<file path="config.mk">
export PLATFORM = sky130hd
export DESIGN_NAME = approx_adder_err_accum
export DESIGN_NICKNAME = d
export VERILOG_FILES = /design/src/rtl/approx_err_pkg.sv /design/src/rtl/approx_err_sq.sv /design/src/rtl/approx_adder_err_accum.sv
export SDC_FILE = /design/constraint.sdc
export NUM_CORES = 1
export LEC_CHECK = 0
export BUFFER_PORTS_ARGS = -buffer_cell sky130_fd_sc_hd__buf_2
export CORE_AREA = 2 2 225 227
export DETAILED_ROUTE_END_ITERATION = 12
export DIE_AREA = 0 0 227 229
export PLACE_DENSITY = 0.48
export SLEW_MARGIN = 20
export SYNTH_ARGS = -nofsm -noshare
export SYNTH_HDL_FRONTEND = slang
export SYNTH_SLANG_ARGS = --single-unit
</file>
<file path="constraint.sdc">
create_clock -name clk -period 10.2 [get_ports clk]
set_input_delay 0 -clock clk [delete_from_list [all_inputs] [get_ports clk]]
set_output_delay 0 -clock clk [all_outputs]
set_load 0.02 [all_outputs]
</file>
<file path="src/rtl/approx_err_pkg.sv">
// Shared types and width helpers for the approximate-adder
// error accumulator (run-level MSE / max-error / error-count stage).
package approx_err_pkg;

   typedef enum logic [1:0] {
      IDLE  = 2'd0,
      RUN   = 2'd1,
      DRAIN = 2'd2,
      DONE  = 2'd3
   } state_t;

   localparam int DEF_WIDTH = 16;

   // Signed difference approx - exact for the default operand width
   typedef logic signed [DEF_WIDTH+1:0] err_t;

   function automatic int err_w(input int width);
      return width + 2;
   endfunction

   // Sized so that N * (2^(WIDTH+1)-1)^2 can never overflow
   function automatic int acc_w(input int width, input int nsamp_log2);
      return 2 * (width + 1) + nsamp_log2;
   endfunction

endpackage

</file>
<file path="src/rtl/approx_err_sq.sv">
// Second-stage error datapath: signed difference, magnitude and
// square of (approx - exact).
module approx_err_sq
   import approx_err_pkg::*;
#(
   parameter  int WIDTH = 16,
   localparam int EW    = err_w(WIDTH),
   localparam int SW    = 2 * (WIDTH + 1)
)(
   input  logic        [WIDTH:0] i_exact,
   input  logic        [WIDTH:0] i_approx,
   output logic signed [EW-1:0]  o_d,
   output logic        [WIDTH:0] o_abs,
   output logic        [SW-1:0]  o_sq
);

   logic [SW-1:0] w_abs_ext;

   always_comb begin
      o_d       = $signed({1'b0, i_approx}) - $signed({1'b0, i_exact});
      o_abs     = (i_approx >= i_exact) ? (i_approx - i_exact)
                                        : (i_exact - i_approx);
      w_abs_ext = {{(WIDTH+1){1'b0}}, o_abs};
      o_sq      = w_abs_ext * w_abs_ext;
   end

endmodule

</file>
<file path="src/rtl/approx_adder_err_accum.sv">
// Run-level error metrics for a ripple-carry approximate adder:
// squared-error sum, max |error| and erroneous-sample count.
module approx_adder_err_accum
   import approx_err_pkg::*;
#(
   parameter  int WIDTH      = 16,
   parameter  int NSAMP_LOG2 = 10,
   localparam int ACC_W      = acc_w(WIDTH, NSAMP_LOG2)
)(
   input  logic                  clk,
   input  logic                  rst,
   input  logic                  start,
   input  logic                  in_valid,
   output logic                  in_ready,
   input  logic [WIDTH-1:0]      in_a,
   input  logic [WIDTH-1:0]      in_b,
   input  logic [WIDTH:0]        in_approx,
   output logic                  res_valid,
   input  logic                  res_ready,
   output logic [ACC_W-1:0]      res_sq_sum,
   output logic [WIDTH:0]        res_abs_max,
   output logic [NSAMP_LOG2:0]   res_err_cnt,
   output logic                  busy
);

   localparam int CNT_W = NSAMP_LOG2 + 1;
   localparam int SQ_W  = 2 * (WIDTH + 1);
   localparam int EW    = err_w(WIDTH);

   localparam logic [CNT_W-1:0] N_SAMP = CNT_W'(1) << NSAMP_LOG2;
   localparam logic [CNT_W-1:0] N_LAST = N_SAMP - CNT_W'(1);

   state_t              r_state;
   logic [CNT_W-1:0]    r_cnt;
   logic                r_s1_vld;
   logic [WIDTH:0]      r_s1_exact;
   logic [WIDTH:0]      r_s1_approx;
   logic [ACC_W-1:0]    r_sq_sum;
   logic [WIDTH:0]      r_abs_max;
   logic [CNT_W-1:0]    r_err_cnt;

   state_t              w_state_nxt;
   logic                w_start;
   logic                w_accept;
   logic                w_last;
   logic [WIDTH:0]      w_exact;
   logic signed [EW-1:0] w_d;
   logic [WIDTH:0]      w_abs;
   logic [SQ_W-1:0]     w_sq;
   logic                w_nz;

   assign w_start  = (r_state == IDLE) && start;
   assign in_ready = (r_state == RUN) && (r_cnt < N_SAMP);
   assign w_accept = in_valid && in_ready;
   assign w_last   = (r_cnt == N_LAST);
   assign w_exact  = {1'b0, in_a} + {1'b0, in_b};
   assign w_nz     = (w_d != '0);

   assign res_valid   = (r_state == DONE);
   assign busy        = (r_state != IDLE);
   assign res_sq_sum  = r_sq_sum;
   assign res_abs_max = r_abs_max;
   assign res_err_cnt = r_err_cnt;

   approx_err_sq #(
      .WIDTH (WIDTH)
   ) u_err_sq (
      .i_exact  (r_s1_exact),
      .i_approx (r_s1_approx),
      .o_d      (w_d),
      .o_abs    (w_abs),
      .o_sq     (w_sq)
   );

   always_comb begin
      w_state_nxt = r_state;
      unique case (r_state)
         IDLE:  if (w_start)             w_state_nxt = RUN;
         RUN:   if (w_accept && w_last)  w_state_nxt = DRAIN;
         // S1 empty means the last sample has reached the accumulators
         DRAIN: if (!r_s1_vld)           w_state_nxt = DONE;
         DONE:  if (res_ready)           w_state_nxt = IDLE;
         default:                        w_state_nxt = IDLE;
      endcase
   end

   always_ff @(posedge clk) begin
      if (rst) begin
         r_state <= IDLE;
         r_cnt   <= '0;
      end else begin
         r_state <= w_state_nxt;
         if (w_start)
            r_cnt <= '0;
         else if (w_accept)
            r_cnt <= r_cnt + CNT_W'(1);
      end
   end

   always_ff @(posedge clk) begin
      if (rst) begin
         r_s1_vld    <= 1'b0;
         r_s1_exact  <= '0;
         r_s1_approx <= '0;
      end else begin
         r_s1_vld <= w_accept;
         if (w_accept) begin
            r_s1_exact  <= w_exact;
            r_s1_approx <= in_approx;
         end
      end
   end

   always_ff @(posedge clk) begin
      if (rst) begin
         r_sq_sum  <= '0;
         r_abs_max <= '0;
         r_err_cnt <= '0;
      end else if (w_start) begin
         r_sq_sum  <= '0;
         r_abs_max <= '0;
         r_err_cnt <= '0;
      end else if (r_s1_vld) begin
         r_sq_sum  <= r_sq_sum + {{NSAMP_LOG2{1'b0}}, w_sq};
         if (w_abs > r_abs_max)
            r_abs_max <= w_abs;
         r_err_cnt <= r_err_cnt + {{NSAMP_LOG2{1'b0}}, w_nz};
      end
   end

endmodule

</file>
==> results of run 1 <==
-- layer usage --
metal,global-route usage,vias up,part of all wire
met4,0.0431,0,0.013
met3,0.0316,29,0.040
met5,0,-,0
met2,0.320,197,0.49
li1,-,6456,-
met1,0.237,6510,0.45
-- through the flow --
step / worst slack, ns / hold WS [ns]
2_1_floorplan: 2.13 / 0.136
3_5_place_dp: 0.250 / 0.248
3_3_place_gp: 0.292 / 0.243
4_1_cts: 0.198 / 0.00523
6_report: 0.804 / 0.0322
5_1_grt: 0.0427 / 0.0604
-- layout make-up --
class / count / area [um^2]
clock buffers: 17 / 425
clock inverters: 15 / 163
fillers: 5227 / 30800
inverters: 450 / 1690
multi-input cells: 1338 / 12300
flip-flops and latches: 120 / 2400
well taps: 672 / 841
repair buffers: 177 / 1060
-- worst max-delay path: cells and delay by family, from the launching register on --
kind                       cells  cell delay (ns)
buffers and inverters          6             0.72
adders and majority gates      8             4.04
xor gates and xnor gates       1             0.18
AOI/OAI and AO/OA             10             2.40
and+or+nand+nor                7             1.28
muxes                          1             0.38
DFF                            1             0.33
-- placed cells by master, fill, tap and decap left out, types with 6 or more instances in the layout --
cell type	instances
a211oi_1	20
a21o_1	27
a21oi_1	116
a31oi_1	10
and2_1	9
and3_1	15
buf_2	128
buf_4	27
clkbuf_16	17
dfxtp_1	119
dlygate4sd3_1	22
fa_1	229
ha_1	183
inv_1	426
inv_2	23
inv_6	7
mux2i_1	45
nand2_1	182
nand2_2	6
nand2b_1	8
nand3_1	14
nand3b_1	8
nand4_1	14
nor2_1	188
nor2b_1	11
nor3_1	13
nor4_1	6
o21a_1	8
o21ai_0	44
o21bai_1	8
o31ai_1	7
or3_1	16
xnor2_1	53
xnor2_2	6
xor2_1	23
-- state kept, by name (all words and copies together) (netlist names) --
name,flops
r_state,2
res_abs_max,17
r_s1_vld,1
res_sq_sum,44
r_cnt,11
r_s1_approx,17
res_err_cnt,11
r_s1_exact,17
-- cell usage after synthesis (7+ instances only) --
| cell type | number |
|---|---|
| nor3_1 | 13 |
| o21a_1 | 8 |
| a31oi_1 | 10 |
| ha_1 | 183 |
| and2_1 | 9 |
| buf_2 | 13 |
| or3_1 | 16 |
| xor2_1 | 23 |
| a211oi_1 | 20 |
| inv_1 | 426 |
| xnor2_1 | 53 |
| o21ai_0 | 44 |
| o21bai_1 | 8 |
| nor2b_1 | 11 |
| dfxtp_1 | 120 |
| nor2_1 | 188 |
| buf_6 | 7 |
| a21o_1 | 28 |
| and3_1 | 15 |
| nand3_1 | 14 |
| inv_2 | 23 |
| mux2i_1 | 45 |
| nand2_1 | 182 |
| nand4_1 | 14 |
| clkbuf_1 | 32 |
| a21oi_1 | 117 |
| nand2b_1 | 8 |
| o31ai_1 | 7 |
| nand3b_1 | 8 |
| fa_1 | 229 |
-- worst max-delay path by stage --
stage,startpoint,end,slack (ns),cells past startpoint
floorplan,r_s1_exact[2],res_sq_sum[43],2.13,34
global placement,r_s1_approx[0],res_sq_sum[43],0.29,35
detailed placement,r_s1_approx[0],res_sq_sum[43],0.25,35
CTS,r_s1_approx[0],res_sq_sum[43],0.20,35
global route,r_s1_approx[0],res_sq_sum[37],0.04,36
finish,r_s1_exact[13],res_sq_sum[43],0.80,33
-- repair_timing --
action,in CTS,in global routing
hold endpoints to repair,21,0
buffers inserted,0,4
resized for setup,0,1
endpoints found under the setup margin,0,9
hold buffers,22,0
-- logic make-up (layout without fill, tap and decap cells) --
family          after synthesis  count (layout)  share of synthesized area
flops                       120             120                      0.144
compound gates              292             292                      0.112
simple gates                499             499                      0.131
buf+inv                     510             659                      0.120
xor+xnor                     87              87                     0.0520
mux                          48              48                     0.0292
fa+ha+maj                   412             412                      0.412
==> results.tsv, run 1 <==
metric	value	unit
status	completed	
CTS tree	done	
clock buffer depth	2	
post-synth top area cell	fa_1	
ys async rst share	0	
placed inst area	0.0180	mm^2
via count	13200	
top_reg_cell synth	dfxtp_1	
Initial DRC Count	549	
largest net degree at the start of global routing	56	
Hold Crit Start	in_b[1]	
Hold Vio Cnt, Final	0	
antenna violations before repair	0	
Slew HR	0.448	
Routed WL	44900	um
WHS Endpoint	r_s1_exact[1]	
drt via density	4.73	
layout cells sized above 1	0.118	
Antenna Cells	0	
WL/cell	16.1	um
DRC violations left	0	
R2R depth	33	
Seq/Total Area, Yosys	0.144	
Hold Path Class	in -> reg	
Die Footprint	0.0520	mm^2
Area Growth Syn to Fin	13.2	%
Worst EP required	10.60	ns
clk_lat worst skew	0.47	ns
Port Buffers	128	
Final Critical Period	9.40	ns
grt total ovfl	0	
Cell variety after synth	73	
Post-Layout Cell Count	2789	
post-synthesis register bit count	120	
setup repair after global routing missed its margin	false	
Crit path top cell by count	fa_1	
final setup violation count	0	
Slowest cell on crit path	fa_1	
CTS root buf	clkbuf_16	
CP Capture Type	flop	
fin area	0.0189	mm^2
die width	227	um
Synth Area per Inst	8.48	um^2
R2R Path Start	r_s1_exact[13]	
first-pass GRT wire length	73800	um
synthesized area	0.0167	mm^2
Post-Place Cells	2731	
WHS Path Cells	4	
CP max stage delay	0.57	ns
first-pass iteration count of the detailed router	5	
Initial Utilization	0.336	
Final period util	0.921	
Max Freq	106	MHz
EDFF count, synth	0	
post-DP HPWL	36900	um
fin. max-slew vios	0	
YS warnings	0	
CORE AREA	0.0497	mm^2
# rows	82	
post-synthesis cell count	1968	
clk sinks	120	
nets	2570	
Setup CP Type	reg -> reg	
Worst Tran Pin Value	0.807	ns
internal reg-to-reg setup slack	0.80	ns
Util after Layout	0.380	
vias in the first global route	13900	
FF-to-FF End	res_sq_sum[43]	
Post-Syn Nets	2434	
largest fanout on the critical path	13	
top-area cell type share of the netlist area	0.275	
critical path arrival	9.80	ns
Placer Congestion	0.837	
IO Count	129	
CP Launch Type	flop	
setup TNS	0	ns
Clock Skews	0.0129	ns
Routed Antenna Nets	0	
GRT Util Overall	0.184	
Clock Pin Slew Worst Setup and Hold Paths	0.06	ns
CTS H-tree depth	4	
Die Y	229	um
max cap viols	0	
dominant cells by area after synthesis	fa_1 (27%), dfxtp_1 (14%), ha_1 (14%)	
CTS buffer count	17	
Power of run 1 is not shown: default switching activity piles up to over one toggle a cycle in this logic, so the estimate is an artifact.
==> inputs of run 2 (changes only) <==
Settings changed: CORE_AREA 2 2 225 227 to 2 2 230 232, DIE_AREA 0 0 227 229 to 0 0 232 234, SYNTH_HIERARCHICAL from default to 1.
==> results.tsv, run 2 <==
metric	value	unit	change
status	completed		
clk sinks	120		unchanged
met1 global-route usage	0.221		-0.0158
Clock Skews	0.0185	ns	+0.00565 ns
Util after Layout	0.405		+0.0243
Final period util	0.952		+0.0312
clock buffer depth	2		unchanged
Post-Place Cells	2898		+6.1%
CTS tree	done		
Clock Pin Slew Worst Setup and Hold Paths	0.06	ns	about the same
Hold Vio Cnt, Final	0		unchanged
vias in the first global route	15000		+7.6%
CP max stage delay	0.56	ns	about the same
internal reg-to-reg setup slack	0.49	ns	-0.32 ns
max cap viols	0		unchanged
post-synth top area cell	fa_1		
most common cell after layout, fill and taps aside	inv_1		
CTS buffer count	17		unchanged
drt via density	4.88		+3.1%
Max Freq	103	MHz	-3.3%
Worst EP required	10.56	ns	-0.04 ns
Die Footprint	0.0543	mm^2	+4.4%
CORE AREA	0.0520	mm^2	+4.8%
top_reg_cell synth	dfxtp_1		
WL/cell	15.8	um	-1.6%
setup repair after global routing missed its margin	false		
die width	232	um	+2.2%
CP Capture Type	flop		
grt total ovfl	0		unchanged
Cell variety after synth	102		+40%
Area Growth Syn to Fin	20.6	%	
Slowest cell on crit path	fa_1		
final setup violation count	0		unchanged
Worst Tran Pin Value	0.882	ns	+0.0750 ns
ys async rst share	0		unchanged
via count	14600		+11%
synthesized area	0.0175	mm^2	+4.6%
layer with the highest usage	met2		
largest fanout on the critical path	6		-7
Initial Utilization	0.335		-0.000520
Setup CP Type	reg -> reg		
Final Critical Period	9.71	ns	+0.318 ns
DRC violations left	0		unchanged
Seq/Total Area, Yosys	0.138		-0.00634
nets	2759		+7.4%
Routed WL	47500	um	+5.8%
M2 GR Usage	0.316		-0.00420
fin area	0.0211	mm^2	+11%
first-pass GRT wire length	76700	um	+4.0%
Placer Congestion	0.862		+3.0%
first-pass iteration count of the detailed router	5		unchanged
dominant cells by area after synthesis	fa_1 (22%), ha_1 (15%), dfxtp_1 (14%)		
Antenna Cells	0		unchanged
CTS H-tree depth	4		unchanged
IO Count	129		unchanged
Port Buffers	128		unchanged
Slew HR	0.412		-0.0361
EDFF count, synth	0		unchanged
# rows	84		+2.4%
largest net degree at the start of global routing	74		+32%
fin. max-slew vios	0		unchanged
critical path arrival	10.07	ns	+0.27 ns
Routed Antenna Nets	0		unchanged
most common cell in the synthesized netlist	inv_1		
max FFs per register	44		unchanged
Post-synth top cells	inv_1 (334), nand2_1 (222), ha_1 (213)		
post-synthesis cell count	2049		+4.1%
Post-Layout Cell Count	2997		+7.5%
met3 GRT Util	0.0350		+0.00346
Initial DRC Count	590		+7.5%
CTS root buf	clkbuf_16		
Die Y	234	um	+2.2%
top-area cell type share of the netlist area	0.225		-0.0500
antenna violations before repair	0		unchanged
clk_lat worst skew	0.48	ns	about the same
Hold Path Class	in -> reg		
most frequent cells in the layout	inv_1 (327), nand2_1 (218), ha_1 (198), fa_1 (193), nor2_1 (170)		
YS warnings	6		+6
post-synthesis register bit count	120		unchanged
post-DP HPWL	38900	um	+5.3%
placed inst area	0.0194	mm^2	+7.4%
Filler Cells Inserted	5349		+2.3%
Post-Syn Nets	2512		+3.2%
GRT Util Overall	0.180		-0.00421
layout cells sized above 1	0.196		+0.0781
CP Launch Type	flop		
Synth Area per Inst	8.52	um^2	+0.47%
## run 2: cell count changes after synthesis, moves of 11 or more
cell | before | now
xor2_1 | 23 | 50
inv_2 | 23 | 5
a31oi_1 | 10 | 21
ha_1 | 183 | 213
fa_1 | 229 | 196
a21oi_1 | 117 | 130
nand2_1 | 182 | 222
nor2_1 | 188 | 176
a21o_1 | 28 | 71
nand3_1 | 14 | 26
o21ai_1 | 3 | 14
inv_1 | 426 | 334
xnor2_1 | 53 | 69
## run 2: per-stage QoR
step / hold WS, ns / worst slack (ns) / setup TNS [ns]
floorplan: 0.136 / 0.580 / 0
global placement: 0.246 / -0.0124 / -0.0217
detailed placement: 0.247 / -0.0974 / -0.758
CTS: 0.000461 / 0.00690 / 0
global route: 0.0598 / 0.00666 / 0
finish: 0.0308 / 0.486 / 0
## run 2: cell families after synthesis
family,count (synthesis),synth area share
xor+xnor,128,0.0698
fa+ha+maj,409,0.378
other cells,1,0.000215
buf+inv,417,0.0986
mux,55,0.0340
compound gates,376,0.142
flops,120,0.138
simple gates,543,0.140
## run 2: layout make-up
| class | instances | area (um^2) | area share |
|---|---|---|---|
| clock inverters | 14 | 136 | 0.00648 |
| repair inverters | 1 | 6.26 | 0.000297 |
| multi-input cells | 1512 | 13800 | 0.655 |
| repair buffers | 304 | 2100 | 0.0998 |
| well taps | 688 | 861 | 0.0409 |
| flip-flops and latches | 120 | 2420 | 0.115 |
| inverters | 340 | 1290 | 0.0614 |
| clock buffers | 18 | 439 | 0.0209 |
## run 2: final timing paths
kind	startpoint	cells after the start	to
worst max-delay path	r_s1_exact[11]	42	res_sq_sum[28]
worst max register to register	r_s1_exact[11]	42	res_sq_sum[28]
worst min register to register	r_cnt[10]	2	r_cnt[10]
worst min-delay path	in_a[11]	5	r_s1_exact[11]
## run 2: timing repair
action | CTS | global route
endpoints found under the hold margin | 29 | 0
cloned | 0 | 1
hold buffers | 37 | 0
endpoints found under the setup margin | 11 | 24
pin swaps | 5 | 53
gates resized for setup | 6 | 111
setup buffers | 5 | 24
## run 2: layer usage
| metal | vias to the layer above | wire length (um) |
|---|---|---|
| met3 | 59 | 1810 |
| met2 | 229 | 23900 |
| met1 | 7144 | 20800 |
| met4 | 0 | 1010 |
| met5 | - | 0 |
| li1 | 7184 | - |
## run 2: worst max-delay path: cells and delay by family, from the launching register on
kind            cells  cell delay, ns
compound gates     15            2.90
xor+xnor            2            0.64
fa+ha+maj           9            3.67
buf+inv             7            0.58
flops               1            0.33
simple gates        9            1.45
Power of run 2 is left out for the same reason.
==> inputs of run 3 (changes only) <==
Settings changed: BUFFER_PORTS_ARGS -buffer_cell sky130_fd_sc_hd__buf_2 to default, DONT_BUFFER_PORTS from default to 1, PLACE_DENSITY 0.48 to 0.46.
==> results.tsv, run 3 (same netlist as run 2, synthesis figures left out) <==
metric	value	unit	change
CTS tree	done		
FF-to-FF End	res_sq_sum[43]		
Area Growth Syn to Fin	19.3	%	
multi-input logic area	0.0138	mm^2	about the same
Routed WL	48300	um	+1.8%
nets	2672		-3.2%
Port Buffers	0		-100%
Placer Congestion	0.854		-0.96%
CTS buffer count	17		unchanged
CP Launch Type	flop		
fin. max-slew vios	0		unchanged
IO Count	129		unchanged
Slowest cell on crit path	fa_1		
Slew HR	0.419		+0.00673
R2R depth	41		-2.4%
largest net degree at the start of global routing	74		unchanged
layout cells sized above 1	0.158		-0.0373
WL/cell	16.6	um	+4.9%
worst hold margin	0.0435	ns	+0.0127 ns
max cap viols	0		unchanged
R2R Path Start	r_s1_exact[11]		
WHS Path Cells	4		-1
Max Freq	102	MHz	-0.75%
Initial Utilization	0.335		unchanged
most common cell after layout, fill and taps aside	inv_1		
max FFs per register	44		unchanged
Worst Tran Pin Value	0.872	ns	-0.0101 ns
Setup WS post-layout	0.413	ns	-0.0738 ns
placed inst area	0.0188	mm^2	-3.1%
final setup violation count	0		unchanged
CP Capture Type	flop		
status	completed		
die width	232	um	unchanged
CORE AREA	0.0520	mm^2	unchanged
Clock Pin Slew Worst Setup and Hold Paths	0.06	ns	about the same
Setup CP Type	reg -> reg		
CTS root buf	clkbuf_16		
Final period util	0.960		+0.00724
CTS H-tree depth	4		unchanged
setup TNS	0	ns	unchanged
antenna violations before repair	0		unchanged
GRT Util Overall	0.183		+0.00271
first-pass iteration count of the detailed router	5		unchanged
Crit path top cell by count	fa_1		
first-pass GRT wire length	77300	um	+0.78%
fin area	0.0208	mm^2	-1.1%
drt via density	4.91		+0.78%
Sequential Area	0.00241	mm^2	-0.16%
Worst EP required	10.59	ns	+0.03 ns
post-DP HPWL	39500	um	+1.7%
clock buffer depth	2		unchanged
Antenna Cells	0		unchanged
# rows	84		unchanged
largest fanout on the critical path	8		+2
Die Footprint	0.0543	mm^2	unchanged
most frequent cells in the layout	inv_1 (326), nand2_1 (215), ha_1 (197), fa_1 (192), nor2_1 (168)		
grt total ovfl	0		unchanged
via count	14300		-2.2%
critical path arrival	10.18	ns	+0.11 ns
Clock Skews	0.0108	ns	-0.00773 ns
Die Y	234	um	unchanged
clk sinks	120		unchanged
CP max stage delay	0.54	ns	-0.02 ns
Final Critical Period	9.79	ns	+0.0738 ns
Hold Vio Cnt, Final	0		unchanged
Placement Setup Slack	-0.217	ns	-0.119 ns
WHS Endpoint	r_s1_exact[15]		
vias in the first global route	14700		-1.7%
Hold Path Class	in -> reg		
internal reg-to-reg setup slack	0.41	ns	-0.07 ns
DRC violations left	0		unchanged
Filler Cells Inserted	5364		+0.28%
Hold Crit Start	in_a[14]		
Routed Antenna Nets	0		unchanged
clk_lat worst skew	0.47	ns	about the same
Initial DRC Count	528		-11%
## run 3: cell types whose count changed in the layout (fill, tap and decap cells not counted), moves of 3 or more
cell           previous run  this run
dfxtp_2                  11         8
a221oi_2                  4         0
buf_4                   131       146
a221oi_1                  0         3
dlygate4sd3_1            37        56
buf_6                     6        12
buf_2                   128         0
dfxtp_1                 109       112
nand2_1                 218       215
clkinvlp_4                3         6
inv_4                     4         0
o21ai_1                  17        13
o21ai_2                   2         5
## run 3: through the flow
step / std cells / utilization
floorplan: 2049 / -
global placement: 2780 / 0.361
detailed placement: 2780 / 0.361
CTS: 2869 / 0.384
global route: 2909 / 0.400
finish: 2909 / 0.400
## run 3: how the worst max path moves through the flow
| stage | startpoint | to | slack [ns] | cells past startpoint |
|---|---|---|---|---|
| floorplan | r_s1_exact[11] | res_sq_sum[37] | 0.58 | 43 |
| global route | r_s1_exact[0] | res_sq_sum[38] | -0.02 | 41 |
| finish | r_s1_exact[11] | res_sq_sum[43] | 0.41 | 41 |
| CTS | r_s1_exact[14] | res_sq_sum[43] | 0.04 | 41 |
| global placement | r_s1_exact[0] | res_sq_sum[36] | -0.08 | 41 |
| detailed placement | r_s1_exact[0] | res_sq_sum[40] | -0.22 | 41 |
## run 3: metal layers
| layer | track usage | vias up | wire [um] | share of wire |
|---|---|---|---|---|
| met1 | 0.222 | 7050 | 21200 | 0.44 |
| li1 | - | 6987 | - | - |
| met4 | 0.0557 | 0 | 902 | 0.019 |
| met5 | 0 | - | 0 | 0 |
| met2 | 0.329 | 210 | 24700 | 0.51 |
| met3 | 0.0306 | 50 | 1580 | 0.033 |
## run 3: worst max-delay path: cells and delay by family, from the launching register on
family | cells | cell delay [ns]
and+or+nand+nor | 11 | 1.89
adders and majority gates | 9 | 3.87
DFF | 1 | 0.33
AOI/OAI and AO/OA | 12 | 2.44
xor gates and xnor gates | 2 | 0.35
buffers and inverters | 7 | 0.79
## run 3: repair_timing
action / in CTS / in global routing
setup buffers: 1 / 40
hold buffers: 57 / 0
setup endpoints to repair: 9 / 24
pin swaps: 2 / 54
endpoints found under the hold margin: 48 / 0
resized for setup: 6 / 117
cloned: 0 / 0
## run 3: layout make-up
| type | instances | area share |
|---|---|---|
| clock buffer | 19 | 0.0218 |
| clock inverter | 12 | 0.00565 |
| inverter | 340 | 0.0621 |
| multi-input combinational | 1512 | 0.663 |
| sequential | 120 | 0.116 |
| tap | 688 | 0.0414 |
| timing repair buffer | 218 | 0.0899 |
Power of run 3 is left out for the same reason.
